--- src/rtl/mdio_master_mp.sv ---
// mdio_master_mp
//   Clause 22 MDIO management master shared across NUM_PORTS PHY management
//   ports. One frame is in flight at a time, on the port named by the
//   command. Every other port idles with mdc=0, mdio_out=1 and mdio_oen=1.
//
// Ports
//   clk, reset_n          system clock, asynchronous active-low reset
//   cmd_valid/cmd_ready   command handshake; cmd_ready is high only in IDLE
//   cmd_write             1 = write frame, 0 = read frame
//   cmd_port              target management port
//   cmd_phyad, cmd_regad  PHY and register address
//   cmd_wdata             write data
//   rsp_valid             one-cycle completion pulse
//   rsp_rdata, rsp_err    read data (0 for writes) and error flag; both hold
//                         their values until the next rsp_valid
//   mdc, mdio_out         per-port management clock and serial data out
//   mdio_oen              per-port output disable (1 = pad tristated)
//   mdio_in               per-port serial data in
//
// state  | meaning
// IDLE   | waiting for a command, cmd_ready high
// PRE    | 32 preamble ones
// HDR    | ST, OP, PHYAD, REGAD (14 bits)
// TA     | turnaround (2 bits)
// DATA   | 16 data bits
// DONE   | rsp_valid pulse, back to IDLE next cycle
module mdio_master_mp #(
  parameter int NUM_PORTS   = 2,
  parameter int CLK_DIV     = 20,
  parameter bit PREAMBLE_EN = 1'b1
) (
  input  logic                 clk,
  input  logic                 reset_n,
  input  logic                 cmd_valid,
  output logic                 cmd_ready,
  input  logic                 cmd_write,
  input  logic [2:0]           cmd_port,
  input  logic [4:0]           cmd_phyad,
  input  logic [4:0]           cmd_regad,
  input  logic [15:0]          cmd_wdata,
  output logic                 rsp_valid,
  output logic [15:0]          rsp_rdata,
  output logic                 rsp_err,
  output logic [NUM_PORTS-1:0] mdc,
  output logic [NUM_PORTS-1:0] mdio_out,
  output logic [NUM_PORTS-1:0] mdio_oen,
  input  logic [NUM_PORTS-1:0] mdio_in
);

  localparam int             DW       = $clog2(CLK_DIV);
  localparam logic [DW-1:0]  DIV_LAST = DW'(CLK_DIV - 1);
  localparam logic [3:0]     NP       = 4'(NUM_PORTS);

  typedef enum logic [2:0] {S_IDLE, S_PRE, S_HDR, S_TA, S_DATA, S_DONE} state_t;

  state_t               state_q;
  logic                 ready_q;
  logic                 wr_q;
  logic [NUM_PORTS-1:0] mask_q;
  logic [31:0]          tx_q;
  logic [15:0]          rx_q;
  logic [4:0]           cnt_q;
  logic [DW-1:0]        div_q;
  logic                 high_q;
  logic                 ta_err_q;
  logic [NUM_PORTS-1:0] mdc_q;
  logic [NUM_PORTS-1:0] out_q;
  logic [NUM_PORTS-1:0] oen_q;
  logic                 rsp_valid_q;
  logic [15:0]          rdata_q;
  logic                 err_q;

  logic [NUM_PORTS-1:0] sel_mask_d;
  logic                 port_ok_d;
  logic                 accept_d;
  logic                 in_bit_d;
  logic                 tick_d;
  logic [31:0]          frame_d;

  always_comb begin
    sel_mask_d = '0;
    for (int p = 0; p < NUM_PORTS; p++) sel_mask_d[p] = (cmd_port == 3'(p));
  end

  assign port_ok_d = ({1'b0, cmd_port} < NP);
  assign accept_d  = cmd_valid & ready_q;
  // mask_q is one-hot, so this picks the selected port's input without a wide index
  assign in_bit_d  = |(mdio_in & mask_q);
  assign tick_d    = (div_q == '0);
  // A read transmits ones through TA and data; the pad is tristated then anyway
  assign frame_d   = {2'b01, (cmd_write ? 2'b01 : 2'b10), cmd_phyad, cmd_regad,
                      (cmd_write ? 2'b10 : 2'b11), (cmd_write ? cmd_wdata : 16'hFFFF)};

  // Selected port carries bit b, every other port idles high
  function automatic logic [NUM_PORTS-1:0] drive_vec(input logic [NUM_PORTS-1:0] m,
                                                     input logic b);
    return ~m | (m & {NUM_PORTS{b}});
  endfunction

  always_ff @(posedge clk or negedge reset_n) begin
    if (!reset_n) begin
      state_q     <= S_IDLE;
      ready_q     <= 1'b0;
      wr_q        <= 1'b0;
      mask_q      <= '0;
      tx_q        <= '0;
      rx_q        <= '0;
      cnt_q       <= '0;
      div_q       <= '0;
      high_q      <= 1'b0;
      ta_err_q    <= 1'b0;
      mdc_q       <= '0;
      out_q       <= '1;
      oen_q       <= '1;
      rsp_valid_q <= 1'b0;
      rdata_q     <= '0;
      err_q       <= 1'b0;
    end else begin
      rsp_valid_q <= 1'b0;
      case (state_q)
        S_IDLE: begin
          ready_q <= 1'b1;
          if (accept_d) begin
            ready_q <= 1'b0;
            if (!port_ok_d) begin
              state_q     <= S_DONE;
              rsp_valid_q <= 1'b1;
              rdata_q     <= '0;
              err_q       <= 1'b1;
            end else begin
              wr_q     <= cmd_write;
              mask_q   <= sel_mask_d;
              tx_q     <= frame_d;
              div_q    <= DIV_LAST;
              high_q   <= 1'b0;
              ta_err_q <= 1'b0;
              mdc_q    <= '0;
              oen_q    <= ~sel_mask_d;
              if (PREAMBLE_EN) begin
                state_q <= S_PRE;
                cnt_q   <= 5'd31;
                out_q   <= drive_vec(sel_mask_d, 1'b1);
              end else begin
                state_q <= S_HDR;
                cnt_q   <= 5'd13;
                out_q   <= drive_vec(sel_mask_d, frame_d[31]);
              end
            end
          end
        end
        S_PRE, S_HDR, S_TA, S_DATA: begin
          if (!tick_d) begin
            div_q <= div_q - 1'b1;
          end else begin
            div_q  <= DIV_LAST;
            high_q <= ~high_q;
            if (!high_q) begin
              // rising MDC: the PHY samples our bit, we sample the PHY's
              mdc_q <= mask_q;
              if (state_q == S_DATA) rx_q <= {rx_q[14:0], in_bit_d};
              if (state_q == S_TA && cnt_q == '0 && !wr_q && in_bit_d) ta_err_q <= 1'b1;
            end else begin
              // end of a bit: MDC falls and the next bit goes out
              mdc_q <= '0;
              cnt_q <= cnt_q - 1'b1;
              if (state_q != S_PRE) tx_q <= {tx_q[30:0], 1'b0};
              case (state_q)
                S_PRE: begin
                  if (cnt_q == '0) begin
                    state_q <= S_HDR;
                    cnt_q   <= 5'd13;
                    out_q   <= drive_vec(mask_q, tx_q[31]);
                  end else begin
                    out_q <= drive_vec(mask_q, 1'b1);
                  end
                end
                S_HDR: begin
                  out_q <= drive_vec(mask_q, tx_q[30]);
                  if (cnt_q == '0) begin
                    state_q <= S_TA;
                    cnt_q   <= 5'd1;
                    if (!wr_q) oen_q <= '1;
                  end
                end
                S_TA: begin
                  out_q <= drive_vec(mask_q, tx_q[30]);
                  if (cnt_q == '0) begin
                    state_q <= S_DATA;
                    cnt_q   <= 5'd15;
                  end
                end
                S_DATA: begin
                  out_q <= drive_vec(mask_q, tx_q[30]);
                  if (cnt_q == '0) begin
                    state_q     <= S_DONE;
                    out_q       <= '1;
                    oen_q       <= '1;
                    rsp_valid_q <= 1'b1;
                    rdata_q     <= wr_q ? 16'h0000 : rx_q;
                    err_q       <= wr_q ? 1'b0 : ta_err_q;
                  end
                end
                default: ;
              endcase
            end
          end
        end
        S_DONE: begin
          state_q <= S_IDLE;
          ready_q <= 1'b1;
        end
        default: state_q <= S_IDLE;
      endcase
    end
  end

  assign cmd_ready = ready_q;
  assign rsp_valid = rsp_valid_q;
  assign rsp_rdata = rdata_q;
  assign rsp_err   = err_q;
  assign mdc       = mdc_q;
  assign mdio_out  = out_q;
  assign mdio_oen  = oen_q;

endmodule

--- config.mk ---
export PLATFORM = sky130hd
export DESIGN_NAME = mdio_master_mp
export DESIGN_NICKNAME = d
export VERILOG_FILES = /design/src/rtl/mdio_master_mp.sv
export SDC_FILE = /design/constraint.sdc
export NUM_CORES = 1
export LEC_CHECK = 0
export BUFFER_PORTS_ARGS = -buffer_cell sky130_fd_sc_hd__buf_2
export CAP_MARGIN = 10
export CORE_UTILIZATION = 33
export DETAILED_ROUTE_END_ITERATION = 10
export HOLD_SLACK_MARGIN = 0.08
export SYNTH_ARGS = -nofsm -noshare
export SYNTH_HDL_FRONTEND = slang
export SYNTH_SLANG_ARGS = --single-unit
--- constraint.sdc ---
create_clock -name clk -period 2.9 [get_ports clk]
set_input_delay 0.145 -clock clk [delete_from_list [all_inputs] [get_ports clk]]
set_output_delay 0.145 -clock clk [all_outputs]
set_load 0.05 [all_outputs]
==> Yosys cells after proc, flatten, opt, wreduce, memory -nomap -nowiden <==
Index checks and enable logic that the tools add are counted.
{ "classes": {"add_sub_neg": 2, "eq_ne": 25, "bitwise_logic": 11, "n_reduce_logical": 24, "muxes": 87, "order_cmp": 1} }
{ "ops": {"columns": ["operator", "count"], "rows": [
  ["two-way mux 32 bit", 5],
  ["two-way mux 16 bit", 8],
  ["case mux 32 bit (2 select lines)", 1],
  ["two-way mux 5 bit", 10],
  ["two-way mux 2 bit", 18],
  ["case mux 16 bit (2 select lines)", 1],
  ["two-way mux 3 bit", 8],
  ["two-way mux 1 bit", 21],
  ["inequality test 2 bit, second input constant", 10],
  ["case mux 5 bit (2 select lines)", 2],
  ["inequality test 3 bit, second input constant", 6],
  ["AND reduction 6 bit", 3],
  ["case mux 2 bit (2 select lines)", 4],
  ["case mux 5 bit (3 select lines)", 1],
  ["case mux 3 bit (4 select lines)", 1],
  ["zero test 5 bit", 2],
  ["case mux 1 bit (2 select lines)", 5],
  ["subtractor 5 x 1 -> 5 bit, second input constant", 2],
  ["AND reduction 9 bit", 1],
  ["OR 2 bit", 4],
  ["AND reduction 4 bit", 2],
  ["AND reduction 8 bit", 1],
  ["AND reduction 7 bit", 1],
  ["bitwise AND 2 bit", 3],
  ["20 further kinds", 30]
]} }
{ "totals": {"word_cells": 166, "out_inout_bits": 25, "ff_bits": 91} }

==> Logic depth before layout (Yosys ltp) <==
{ "depth": {"depth_word": 8, "ltp_mapped": 10} }

==> Least setup slack after synthesis <==
OpenSTA, ideal clock, no wires.
{ "synth_path": {"kind": "reg2reg", "start": "reg div_q[0]", "end": "reg rx_q[10]", "stages_incl_launch_ff": 7, "required_time_ps": 2775, "path_slack_ps": 780, "arrival_ps": 1996, "path_cell_list": "dfrtp_1 > inv_1 > ha_1 > or4b_4 > nor3_4 > buf_4 > mux2_2"} }
{ "synth_via": {"elab_chain_len": 2} }
{ "synth_lines": {"columns": ["element", "line_no", "source"], "rows": [
  ["start: declaration", "63", "logic [DW-1:0] div_q;"],
  ["start signal: assignment", "153", "div_q <= div_q - 1'b1;"],
  ["zero test 5 bit", "89", "assign tick_d = (div_q == '0);"],
  ["AND reduction 4 bit (no line)", null, null],
  ["end signal: assignment", "160", "if (state_q == S_DATA) rx_q <= {rx_q[14:0], in_bit_d};"],
  ["end: declaration", "61", "logic [15:0] rx_q;"]
]} }
No other way between the ends.
A chain may end at the register's enable or synchronous reset.

==> Worst setup path in the final report <==
{ "layout_path": {"start": "reg cnt_q[0]", "end": "reg rdata_q[9], in the netlist rsp_rdata[9]"} }
{ "layout_via": {"elab_chain_len": 3} }
{ "layout_lines": {"columns": ["element", "line_no", "source"], "rows": [
  ["start: declaration", "62", "logic [4:0] cnt_q;"],
  ["start signal: assignment", "165", "cnt_q <= cnt_q - 1'b1;"],
  ["zero test 5 bit", "194", "if (cnt_q == '0) begin"],
  ["inequality test 2 bit (no line)", null, null],
  ["AND reduction 7 bit (no line)", null, null],
  ["end signal: assignment", "199", "rdata_q <= wr_q ? 16'h0000 : rx_q;"],
  ["end: declaration", "70", "logic [15:0] rdata_q;"]
]} }
No other way between the ends.

==> impl_metrics.tcl <==
set metrics [dict create \
    p_per_area_nw_per_um2 989 \
    drive_above_1_share_pct 23.8 \
    cts_root_buf "clkbuf_16" \
    synth_top_area_cell "dfrtp_1" \
    die_x_microns 115 \
    row_count 40 \
    synth_edf_count 0 \
    drtIter0Drc 280 \
    synthSimpleGateAreaFrac_pct 17.3 \
    wl_per_cell_microns 13.4 \
    worst_pin_slew_ns 1.09 \
    crit_chain "inv_1 -> ha_1 -> or4b_1 -> nor3_4 -> a22o_2 -> nand3_1 -> o21ai_0" \
    status "complete, no violations" \
    cts_max_level 3 \
    grt_antenna_before_repair 0 \
    die_h_microns 115 \
    fmax_mhz 402 \
    hold_path_class "in -> reg" \
    start_kind "flop" \
    slew_headroom_pct 27.4 \
    cp_slowest_cell "or4b_1" \
    antennaDiodeCount 0 \
    cp.arrival_ns 2.73 \
    post_cts_buffers 0 \
    ys_seq_area_share_pct 54.3 \
    synth.avg_cell_area_sq_um 9.73 \
    critPathTopFamily "simple AND/OR/NAND/NOR gates" \
    ys_seq_elements 91 \
    first_pass_iters 4 \
    layout_setup_ws_ns 0.415 \
    wl_microns 8980 \
    start_util_pct 34.4 \
    postRouteAntennaNets 0 \
    rsz0062_at_grt "no" \
    setup_viol 0 \
    path_class "reg -> reg" \
    coreArea_sq_um 12200 \
    cts_max_path_buffers 2 \
    synthFlopType "dfrtp_1" \
    vias 3315 \
    critPathMaxStageDelay_ns 0.61 \
    final_nets 536 \
    synth_top_family_by_area "simple AND/OR/NAND/NOR gates" \
    synth_cells 432 \
    cp-end-kind "flop" \
    leakage_uw 0.00229 \
    cts_tree "built" \
    cts-resized-gates 0 \
    hold_buffers 12 \
    synth-compound-area-share_pct 16.7 \
    worstPathRequired_ns 3.15 \
    fin_setup_tns_ns 0 \
    grt_overflow 0 \
    portBuffers 59 \
    synthMuxAreaShare_pct 4.82 \
    synth_top_area_share_pct 51.8 \
    max-vdd-ir-drop_mv 0.637 \
    place_ws_ns 0.446 \
    maxCapViolations 0 \
    crit_fanout 35 \
    synth_common_cells "87 x dfrtp_1, 57 x nor2_1, 50 x nand2_1" \
    clk_pin_slew_ns 0.06 \
    finalCriticalPeriod_ns 2.48 \
    cts_made_buffers 9 \
    grt_pass1_wl_microns 15200 \
    post-synth-top-count-cell "dfrtp_1" \
    pin_count 60 \
    vias_per_cell 4.93 \
    hold_viol_final 0 \
    synth.net_count 469 \
    area_growth_pct 22.3 \
    yosys-top-cells-area "dfrtp_1 52%, nor2_1 5.1%, o21ai_0 4.9%" \
    drc 0 \
    synthAdderAreaFrac_pct 0.595 \
    drv_slew 0 \
    syn_area_sq_um 4200 \
    clk_latency_ns 0.34 \
    clock-sinks 91 \
    hpwlAfterDp_microns 6030 \
    grt_max_degree 81 \
    period_share_pct 85.7 \
    dieArea_sq_um 13200 \
    postSynth.asyncResetShare_pct 100 \
    synth_xor_area_share_pct 1.04 \
    grt_pass1_vias 3000 \
    synthDistinctLibCells 53 \
    gr-usage-all-layers_pct 14.7 \
    cp_num_buf_inv 1 \
    finClkSkew_ns 0.0102 \
    ys_warn_count 0 \
    gp_congestion 0.842 \
]
[sequential cells by signal, indices dropped and copies added, names as in the netlist, 2 cells and up]
signal     count
div_q          5
rx_q          16
mdio_oen       2
mask_q         2
state_q        3
mdio_out       2
mdc            2
rsp_rdata     16
tx_q          32
cnt_q          5
[per-layer routing]
metal | global-route usage (%) | up-vias | share of wire [%]
met5 | 0 | - | 0
met4 | 5.02 | 0 | 1.1
met3 | 3.90 | 8 | 5.9
met2 | 21.3 | 94 | 43
met1 | 21.1 | 1573 | 50
li1 | - | 1640 | -
[worst register-to-register path, stage by stage (launching register included)]
cell     delay, ns
dfrtp_1       0.39
inv_1         0.09
ha_1          0.19
or4b_1        0.61
nor3_4        0.28
a22o_2        0.56
nand3_1       0.16
o21ai_0       0.12
[placed cells by master (no fill, tap or decap), types with 3 or more instances in the layout]
cell type      count
a21oi_1           18
a31oi_1           28
and3_1             3
buf_2             58
buf_4             10
bufinv_16          3
clkbuf_16          9
dfrtp_1           87
dfstp_2            4
dlygate4sd3_1     12
inv_1             23
mux2_2            18
nand2_1           50
nand2b_1           7
nand3_1           19
nor2_1            57
nor4_1             4
o21a_1             3
o21ai_0           41
xnor2_1            3
[cell type report]
| type | count | area (sq um) |
|---|---|---|
| fillers | 1258 | 7070 |
| flip-flops and latches | 91 | 2280 |
| inverters | 23 | 86.3 |
| multi-input cells | 293 | 1710 |
| clock inverters | 4 | 97.6 |
| well taps | 168 | 210 |
| repair buffers | 81 | 505 |
| clock buffers | 12 | 246 |
[power breakdown]
group / internal [uW] / switching, uW
clock: 866 / 461
sequential: 1670 / 311
combinational: 642 / 1130
total: 3180 / 1900
[cell families (layout without fill, tap and decap cells)]
logic type / Yosys count / in the layout
buffers and inverters: 48 / 120
adder cells (fa/ha/maj): 2 / 2
AND/OR/NAND/NOR: 155 / 155
multiplexers: 18 / 18
flip-flops: 91 / 91
XOR/XNOR: 5 / 5
AO/OA/AOI/OAI: 113 / 113
[path summary, 6_finish.rpt]
| path | start | endpoint | slack [ns] | cells after the start |
|---|---|---|---|---|
| max | cnt_q[0] | rsp_rdata[9] | 0.42 | 7 |
| min | cmd_write | tx_q[28] | 0.11 | 3 |
| max reg2reg | cnt_q[0] | rsp_rdata[9] | 0.42 | 7 |
| min reg2reg | ta_err_q | ta_err_q | 0.50 | 1 |
| max in group asynchronous | reset_n | tx_q[25] | 1.61 | 3 |
| min in group asynchronous | reset_n | rsp_rdata[9] | 0.49 | 2 |
[per-stage QoR]
stage	hold slack (ns)	instances	area [sq um]	power [uW]	utilization (%)
2_1_floorplan	-0.151	432	4200	3310	-
3_3_place_gp	0.368	644	4670	3740	38.3
3_5_place_dp	0.369	644	4670	3780	38.3
4_1_cts	0.0923	672	5140	5140	42.1
5_1_grt	0.132	672	5140	5460	42.1
6_report	0.109	672	5140	5080	42.1
No activity file was read; power rests on OpenSTA's default activity.
